==> src/rtl/spi_pkg.sv <==
// spi_pkg: shared SPI frame constants and state encoding for the master and slave controllers
// Contents: frame mode codes, header/data/address widths, FSM state constants.
package spi_pkg;
   localparam logic [1:0] SPI_MODE_WR     = 2'b10;
   localparam logic [1:0] SPI_MODE_RD     = 2'b00;
   localparam logic [1:0] SPI_MODE_RD_INC = 2'b01;
   localparam int SPI_HDR_BITS  = 7;
   localparam int SPI_DATA_BITS = 8;
   localparam int SPI_ADDR_W    = 5;
   localparam logic [2:0] ST_IDLE  = 3'd0;
   localparam logic [2:0] ST_SEL   = 3'd1;
   localparam logic [2:0] ST_HDR   = 3'd2;
   localparam logic [2:0] ST_DATA  = 3'd3;
   localparam logic [2:0] ST_TRAIL = 3'd4;
   localparam logic [2:0] ST_GAP   = 3'd5;
endpackage

==> src/rtl/spi_master_ctrl.sv <==
// spi_master_ctrl: single-byte SPI register-access master (2 mode + 5 address header, 8 data bits)
// Ports: clk, rst (async, active low); start/rw/addr/wdata request; MISO in;
//        MOSI/CS serial out; busy, done pulse, rdata (last read byte).
module spi_master_ctrl
   import spi_pkg::*;
#(
   parameter int unsigned GAP_CYCLES = 2
) (
   input  logic                  clk,
   input  logic                  rst,
   input  logic                  start,
   input  logic                  rw,
   input  logic [SPI_ADDR_W-1:0] addr,
   input  logic [7:0]            wdata,
   input  logic                  MISO,
   output logic                  MOSI,
   output logic                  CS,
   output logic                  busy,
   output logic                  done,
   output logic [7:0]            rdata
);
   localparam logic [4:0] HDR_END  = 5'(SPI_HDR_BITS - 1);
   localparam logic [4:0] DATA_END = 5'(SPI_HDR_BITS + SPI_DATA_BITS - 1);
   // Read byte arrives on MISO over edges S+11..S+18 (cycle count 10..17)
   localparam logic [4:0] RX_FIRST = 5'd10;
   localparam logic [4:0] CS_END   = 5'd17;
   localparam logic [3:0] GAP_LAST = 4'(GAP_CYCLES - 1);

   logic [2:0]  state_q, state_d;
   logic [14:0] tx_q, tx_d;
   logic [7:0]  rx_q, rx_d, rdata_q, rdata_d;
   logic [4:0]  cnt_q, cnt_d;
   logic [3:0]  gap_q, gap_d;
   logic        rw_q, rw_d, cs_q, cs_d, mosi_q, mosi_d, busy_q, busy_d, done_q, done_d;
   logic        shift, gap_end, accept;

   always_comb begin
      shift   = state_q == ST_SEL || state_q == ST_HDR || state_q == ST_DATA;
      gap_end = state_q == ST_GAP && gap_q == GAP_LAST;
      // the last gap edge doubles as an idle edge so a held start restarts with no dead cycle
      accept  = start && (state_q == ST_IDLE || gap_end);
      tx_d    = accept ? {rw ? wdata : 8'h00, addr, rw ? SPI_MODE_WR : SPI_MODE_RD}
              : shift ? tx_q >> 1 : tx_q;
      rw_d    = accept ? rw : rw_q;
      cnt_d   = accept ? 5'd0 : (shift || state_q == ST_TRAIL) ? cnt_q + 5'd1 : cnt_q;
      rx_d    = (cnt_q >= RX_FIRST && cnt_q <= CS_END) ? {MISO, rx_q[7:1]} : rx_q;
      mosi_d  = shift ? tx_q[0] : 1'b0;
      cs_d    = accept ? 1'b0 : (state_q == ST_TRAIL && cnt_q == CS_END) ? 1'b1 : cs_q;
      done_d  = state_q == ST_GAP && gap_q == 4'd0;
      rdata_d = (done_d && !rw_q) ? rx_q : rdata_q;
      gap_d   = (state_q == ST_GAP && !gap_end) ? gap_q + 4'd1 : 4'd0;
      busy_d  = accept ? 1'b1 : gap_end ? 1'b0 : busy_q;
      state_d = accept ? ST_SEL
              : gap_end ? ST_IDLE
              : state_q == ST_SEL ? ST_HDR
              : (state_q == ST_HDR && cnt_q == HDR_END) ? ST_DATA
              : (state_q == ST_DATA && cnt_q == DATA_END) ? ST_TRAIL
              : (state_q == ST_TRAIL && cnt_q == CS_END) ? ST_GAP
              : state_q;
   end

   always_ff @(posedge clk or negedge rst) begin
      if (!rst) begin
         state_q <= ST_IDLE;
         tx_q    <= '0;
         rx_q    <= '0;
         rdata_q <= '0;
         cnt_q   <= '0;
         gap_q   <= '0;
         rw_q    <= 1'b0;
         cs_q    <= 1'b1;
         mosi_q  <= 1'b0;
         busy_q  <= 1'b0;
         done_q  <= 1'b0;
      end else begin
         state_q <= state_d;
         tx_q    <= tx_d;
         rx_q    <= rx_d;
         rdata_q <= rdata_d;
         cnt_q   <= cnt_d;
         gap_q   <= gap_d;
         rw_q    <= rw_d;
         cs_q    <= cs_d;
         mosi_q  <= mosi_d;
         busy_q  <= busy_d;
         done_q  <= done_d;
      end
   end

   assign MOSI  = mosi_q;
   assign CS    = cs_q;
   assign busy  = busy_q;
   assign done  = done_q;
   assign rdata = rdata_q;
endmodule

==> config.mk <==
export PLATFORM = sky130hd
export DESIGN_NAME = spi_master_ctrl
export DESIGN_NICKNAME = d
export VERILOG_FILES = /design/src/rtl/spi_pkg.sv /design/src/rtl/spi_master_ctrl.sv
export SDC_FILE = /design/constraint.sdc
export NUM_CORES = 1
export LEC_CHECK = 0
export ABC_AREA = 1
export BUFFER_PORTS_ARGS = -buffer_cell sky130_fd_sc_hd__buf_2
export CORE_MARGIN = 2
export CORE_UTILIZATION = 50
export DETAILED_ROUTE_END_ITERATION = 8
export PLACE_DENSITY = 0.72
export SYNTH_ARGS = -nofsm -noshare
export SYNTH_HDL_FRONTEND = slang
export SYNTH_SLANG_ARGS = --single-unit
==> constraint.sdc <==
create_clock -name clk -period 1.6 [get_ports clk]
set_input_delay 0.32 -clock clk [delete_from_list [all_inputs] [get_ports clk]]
set_output_delay 0.32 -clock clk [all_outputs]
set_load 0.03 [all_outputs]
==> flow_summary_export.csv, run 1 <==
group,metric,value,unit
floorplanning,fp.coreArea,4692,sq um
route,antenna_left,0,
run_status,status,"finished clean",
cts,cts_tree,"done",
route,avgViaCountPerCell,5.040,
route,wl,5186,um
route,num_vias,2026,
logic_synthesis,ys_types,23,
global_routing,grt_pass1_vias,1889,
logic_synthesis,syn_area,2425,sq um
critical_path,critical_path.most_common_cell,"inv_1",
final_layout,diodes,0,
worst_hold_path,holdPathStages,3,
power_and_ir_drop,finalPower,4.810,mW
cts,cts-htree-levels,2,
global_routing,grt_max_degree,39,
final_layout,fin_cells,402,
critical_path,path_cells,"inv_2 > ha_4 > inv_1 > nor2_1 > nand2_2 > nand2_4 > nand2_8 > clkbuf_16 > o21ai_0 > inv_1",
critical_path,required,1800,ps
logic_synthesis,synth-seq-cells,48,
sta,hold_slack,210.0,ps
sta,setup_viol,0,
placement,pre_cts_ws,45.19,ps
power_and_ir_drop,power_density,1612,nW/um^2
sta,setup_slack,94.32,ps
global_routing,grt_pass1_wl,8245,um
final_layout,syn_to_final_growth,23.01,%
global_routing,met3_usage,0.05075,
floorplanning,start_util,0.5168,
logic_synthesis,syn_nets,327,
placement,port_buffers,29,
critical_path,crit_path_start,"gap_q[1]",
route,wire_per_inst,12.90,um
cts,clock-root-buffer,"clkbuf_8",
critical_path,r2r-end,"tx_q[2]",
floorplanning,die_h,73.64,um
logic_synthesis,yosysWarnings,0,
route,drt_iter0_drc,113,
route,detail_route.first_pass.iterations,4,
global_routing,grtUsageMet1,0.2628,
sta,hold_viol,0,
global_routing,busiest_layer,"met2",
floorplanning,ioPinCount,30,
sta,max_freq,0.6642,GHz
worst_hold_path,holdPathEnd,"tx_q[6]",
critical_path,startpoint_type,"flip-flop",
cts,clk_latency,310,ps
critical_path,worstPathMaxFanout,9,
critical_path,rr_startpoint,"gap_q[1]",
placement,gp_congestion,0.8185,
cts,clock_sinks,48,
critical_path,cp_data_arrival_time,1710,ps
final_layout,num-fill-cells,405,
final_layout,fin_util,0.6357,
power_and_ir_drop,peakVddDrop,0.9943,mV
logic_synthesis,netlist_instances,303,
critical_path,crit_type,"flip-flop to flip-flop",
critical_path,r2r_cells,10,
critical_path,end_kind,"flip-flop",
sta,setup_tns,0,ps
cts,cts_buffer_depth,2,
power_and_ir_drop,leakage,1.666,nW
global_routing,met2_usage,0.3105,
critical_path,slowest_delay,410,ps
cts,clk_pin_slew,100,ps
final_layout,fin_nets,371,
placement,dpl_cell_area,2721,sq um
run,drv_cap,0,
floorplanning,die_area,5423,sq um
critical_path,reg2reg_slack,90,ps
placement,placed_cells,387,
global_routing,grt_usage,0.1974,
sta,finalCritPeriodShare,0.9411,
final_layout,final_layout_size_suffix_gt1_frac,0.2241,
floorplanning,die_x,73.64,um
sta,maxSlewViolCount,0,
cts,cts_buffers,5,
logic_synthesis,yosysSeqAreaShare,0.4959,
sta,tightest_slew,360.9,ps
worst_hold_path,hold_path_class,"primary input to flip-flop",
final_layout,final_area,2983,sq um
critical_path,cp_slowest_cell,"dfrtp_1",
global_routing,antenna_found_initial,0,
sta,fin_skew,14.22,ps
floorplanning,row_count,25,
logic_synthesis,syn_avg_cell_area,8.003,sq um
route,drcViolationCount,0,
worst_hold_path,worstHoldStart,"addr[4]",
global_routing,grt.overflow.total,0,
sta,maxSlewHeadroom,0.7594,
sta,period_needed,1506,ps
placement,dp_hpwl,3302,um
synth_stat cells:
cell | instances | share of area
a21oi_1 | 3 | 0.0062
buf_2 | 7 | 0.014
buf_6 | 3 | 0.014
clkbuf_1 | 2 | 0.0031
dfrtp_1 | 47 | 0.49
dfstp_2 | 1 | 0.011
ha_1 | 6 | 0.031
inv_1 | 39 | 0.060
inv_2 | 1 | 0.0015
nand2_1 | 97 | 0.15
nand2_2 | 2 | 0.0052
nand2_4 | 2 | 0.0093
nand3_1 | 33 | 0.068
nand4_1 | 7 | 0.018
nor2_1 | 17 | 0.026
nor2_2 | 3 | 0.0077
nor3_1 | 1 | 0.0021
o211ai_1 | 2 | 0.0062
o21ai_0 | 16 | 0.033
o21ai_1 | 2 | 0.0041
o21ai_2 | 7 | 0.025
xnor2_1 | 1 | 0.0036
xor2_1 | 4 | 0.014
kinds of logic after synthesis:
| kind of cell | after synthesis | share of synthesized area |
|---|---|---|
| DFF | 48 | 0.4959 |
| buffers and inverters | 52 | 0.09339 |
| adders and majority gates | 6 | 0.03096 |
| xor gates and xnor gates | 5 | 0.01806 |
| and+or+nand+nor | 162 | 0.2869 |
| AOI/OAI and AO/OA | 30 | 0.07482 |
how the worst max path moves through the flow:
stage,endpoint,slack [ps],depth (start not counted)
floorplan,cnt_q[0],140,11
finish,tx_q[2],90,10
CTS,tx_q[3],40,10
global placement,tx_q[11],90,12
detailed placement,tx_q[0],50,10
global route,rx_q[5],-50,8
power breakdown:
group	leakage (nW)	switching, mW	internal (mW)
sequential	0.629	0.271	1.57
combinational	0.979	1.23	0.836
clock	0.0583	0.425	0.471
worst max-delay path, delay by kind of cell (launching register included):
kind / cells / cell delay (ps)
buffers and inverters: 4 / 340
flip-flops: 1 / 410
adder cells (fa/ha/maj): 1 / 120
AND/OR/NAND/NOR: 4 / 380
AO/OA/AOI/OAI: 1 / 140
routing by layer:
layer	vias up	wire, um
met5	-	0
met4	0	61
met3	7	263
met2	63	2484
met1	911	2376
li1	1045	-
cells in the final DEF, fill, tap and decap left out, types with 2 or more instances in the layout:
cell / count
buf_12: 5
o21ai_1: 4
nand3_1: 32
dfrtp_1: 46
clkbuf_8: 5
inv_1: 38
o211ai_1: 2
nand2_4: 2
a21oi_1: 3
o21ai_2: 7
nand2_2: 2
ha_1: 5
nand4_1: 7
nand2_1: 96
inv_2: 2
clkbuf_16: 3
nor2_2: 4
clkinv_4: 2
buf_2: 29
buf_4: 11
o21ai_0: 14
nor2_1: 16
xor2_1: 4
flip-flops by register name, summed over array words and instances (netlist names):
signal   flops
rx_q         8
done         1
gap_q        4
MOSI         1
rw_q         1
cnt_q        5
state_q      3
CS           1
busy         1
rdata        8
tx_q        15
cell type report:
| cell class | instances | area [sq um] | area share |
|---|---|---|---|
| Clock buffer | 5 | 68.82 | 0.02307 |
| Clock inverter | 3 | 47.55 | 0.01594 |
| Inverter | 40 | 150.1 | 0.05034 |
| Multi-Input combinational cell | 203 | 1032 | 0.3461 |
| Sequential cell | 48 | 1204 | 0.4035 |
| Tap cell | 54 | 67.56 | 0.02265 |
| Timing Repair Buffer | 49 | 412.9 | 0.1384 |
repair_timing:
item / in CTS / in global routing
hold buffers: 1 / 0
endpoints found under the setup margin: 0 / 26
gates resized for setup: 0 / 11
endpoints found under the hold margin: 12 / 0
setup buffers: 0 / 3
Power figures use the tool's default switching activity.
==> run 2: changes to the inputs <==
- ABC_AREA: 1 -> 0
==> flow_summary_export.csv, run 2 <==
group,metric,value,unit
floorplanning,die_x,71.51,um
route,avgViaCountPerCell,5.444,
power_and_ir_drop,intPower,3.312,mW
sta,maxSlewViolCount,0,
critical_path,startpoint_type,"flip-flop",
cts,clk_pin_slew,100,ps
run_status,status,"finished clean",
final_layout,final_layout_size_suffix_gt1_frac,0.3776,
logic_synthesis,synth_most_common_cell,"dfrtp_1",
worst_hold_path,worstHoldStart,"addr[4]",
cts,cts_buffer_depth,2,
worst_hold_path,hold_path_class,"primary input to flip-flop",
final_layout,num-fill-cells,341,
floorplanning,die_h,71.51,um
global_routing,grt.overflow.total,0,
power_and_ir_drop,p_clk_frac,0.211,
power_and_ir_drop,combPwrFrac,0.400,
logic_synthesis,syn_avg_cell_area,11.62,sq um
floorplanning,die_area,5113,sq um
cts,clk_latency,310,ps
logic_synthesis,syn_area,2278,sq um
route,drcViolationCount,0,
run,drv_cap,0,
placement,port_buffers,29,
final_layout,final_common_cell,"dfrtp_1",
placement,dp_hpwl,2788,um
sta,hold_viol,0,
route,num_vias,1595,
power_and_ir_drop,finalPower,5.055,mW
global_routing,antenna_found_initial,0,
logic_synthesis,async_flop_share,1.000,
logic_synthesis,synth_edf_count,0,
logic_synthesis,synth-seq-cells,48,
global_routing,grt_max_degree,36,
cts,clock_sinks,48,
logic_synthesis,yosysWarnings,0,
critical_path,crit_type,"flip-flop to flip-flop",
logic_synthesis,synth.cells.most_frequent,"dfrtp_1, mux2i_1, o21ai_0",
floorplanning,start_util,0.5197,
cts,cts-htree-levels,2,
cts,cts_buffers,5,
sta,max_freq,0.6365,GHz
final_layout,syn_to_final_growth,25.65,%
route,drt_iter0_drc,115,
floorplanning,row_count,24,
global_routing,grt_pass1_wl,6989,um
final_layout,diodes,0,
critical_path,worstPathMaxFanout,8,
cts,clock-root-buffer,"clkbuf_8",
logic_synthesis,syn_nets,220,
sta,setup_slack,28.99,ps
critical_path,rr_startpoint,"cnt_q[0]",
critical_path,cp_data_arrival_time,1770,ps
critical_path,end_kind,"flip-flop",
global_routing,grt_pass1_vias,1518,
logic_synthesis,synth_ff_type,"dfrtp_1",
power_and_ir_drop,power_density,1766,nW/um^2
route,antenna_left,0,
logic_synthesis,ys_types,43,
sta,maxSlewHeadroom,0.7323,
power_and_ir_drop,p_switching,1.743,mW
final_layout,largest_reg_flops,15,
placement,gp_congestion,0.8047,
sta,setup_viol,0,
power_and_ir_drop,p_sw_frac,0.3448,
logic_synthesis,yosysSeqAreaShare,0.5277,
logic_synthesis,synthTopCellsByArea,"dfrtp_1, mux2i_1, mux2_4",
route,detail_route.first_pass.iterations,4,
cts,cts_tree,"done",
sta,finalCritPeriodShare,0.9819,
sta,fin_skew,6.595,ps
logic_synthesis,synth_top_area_share,0.5162,
floorplanning,ioPinCount,30,
critical_path,crit_path_start,"cnt_q[0]",
sta,rsz0062_at_grt,"yes",
route,wl,4349,um
power_and_ir_drop,power_frac_seq,0.389,
route,wire_per_inst,14.84,um
power_and_ir_drop,leakage,1.383,nW
global_routing,grt_usage,0.1739,
floorplanning,fp.coreArea,4384,sq um
logic_synthesis,netlist_instances,196,
critical_path,required,1800,ps
sta,tightest_slew,400.5,ps
sta,period_needed,1571,ps
final_layout,top_register,"tx_q",
power_and_ir_drop,peakVddDrop,0.6885,mV
final_layout,fin_nets,264,
logic_synthesis,yosysTopAreaCell,"dfrtp_1",
final_layout,mostFrequentLayoutCells,"dfrtp_1, buf_2, mux2i_1, nor2_1",
placement,pre_cts_ws,4.334,ps
run 2: area by class of cell:
| cell class | instances | area, sq um | area share |
|---|---|---|---|
| repair buffers | 50 | 380.4 | 0.1329 |
| well taps | 52 | 65.06 | 0.02273 |
| flip-flops and latches | 48 | 1202 | 0.4200 |
| clock buffers | 5 | 68.82 | 0.02404 |
| multi-input cells | 128 | 1051 | 0.3671 |
| inverters | 7 | 26.28 | 0.009178 |
| clock inverters | 3 | 68.82 | 0.02404 |
run 2: cell families (layout without fill, tap and decap cells):
| kind of cell | after synthesis | in the layout | synth area share |
|---|---|---|---|
| AND/OR/NAND/NOR | 56 | 56 | 0.1296 |
| flip-flops | 48 | 48 | 0.5277 |
| multiplexers | 32 | 32 | 0.1626 |
| AO/OA/AOI/OAI | 31 | 31 | 0.08512 |
| buffers and inverters | 20 | 65 | 0.05052 |
| adder cells (fa/ha/maj) | 6 | 6 | 0.03295 |
| XOR/XNOR | 3 | 3 | 0.01153 |
run 2: path summary, 6_finish.rpt:
check | to | slack, ps | depth (start not counted)
setup / recovery | rx_q[7] | 30 | 5
hold / removal | tx_q[6] | 210 | 3
setup reg to reg | rx_q[7] | 30 | 5
hold reg to reg | rdata[0] | 510 | 1
max in group asynchronous | tx_q[4] | 650 | 3
min in group asynchronous | gap_q[1] | 450 | 2
run 2: stage by stage:
step                      instances  area (sq um)  hold slack (ps)    util  TNS, ps
after floorplan                 196          2278            24.41       -   -311.5
after global placement          280          2557            250.8  0.5833        0
after detailed placement        280          2557            261.7  0.5833        0
after CTS                       291          2720            216.9  0.6204        0
after global routing            293          2863            239.0  0.6530   -343.5
final                           293          2863            211.1  0.6530        0
run 2: what timing repair did:
action / in CTS / in global routing
pin swaps: 1 / 4
endpoints found under the setup margin: 8 / 35
cloned: 0 / 2
gates resized for setup: 0 / 27
hold buffers: 1 / 0
hold endpoints to repair: 12 / 0
buffers inserted: 2 / 1
run 2: layer usage:
layer  share of wire  wire length, um  global-route usage  vias to the layer above
met5               0                0                   0                        -
met4           0.011               50             0.05031                        0
met3           0.050              217             0.04360                        6
met2            0.47             2033              0.2757                       48
met1            0.47             2048              0.2384                      762
li1                -                -                   -                      779
run 2: power groups by stage:
stage	sequential (mW)	combinational (mW)	clock, mW
2_1_floorplan	2.05	1.17	0
3_3_place_gp	1.95	1.74	0
3_5_place_dp	1.96	1.79	0
4_1_cts	1.93	1.85	1.06
5_1_grt	2.03	2.21	1.12
6_report	1.97	2.02	1.07
run 2: worst max-delay path, cell delays in order, from the launching register on:
cell	delay [ps]
dfrtp_1	420
buf_6	140
ha_4	150
o211ai_1	260
o21ai_4	170
mux2_4	320
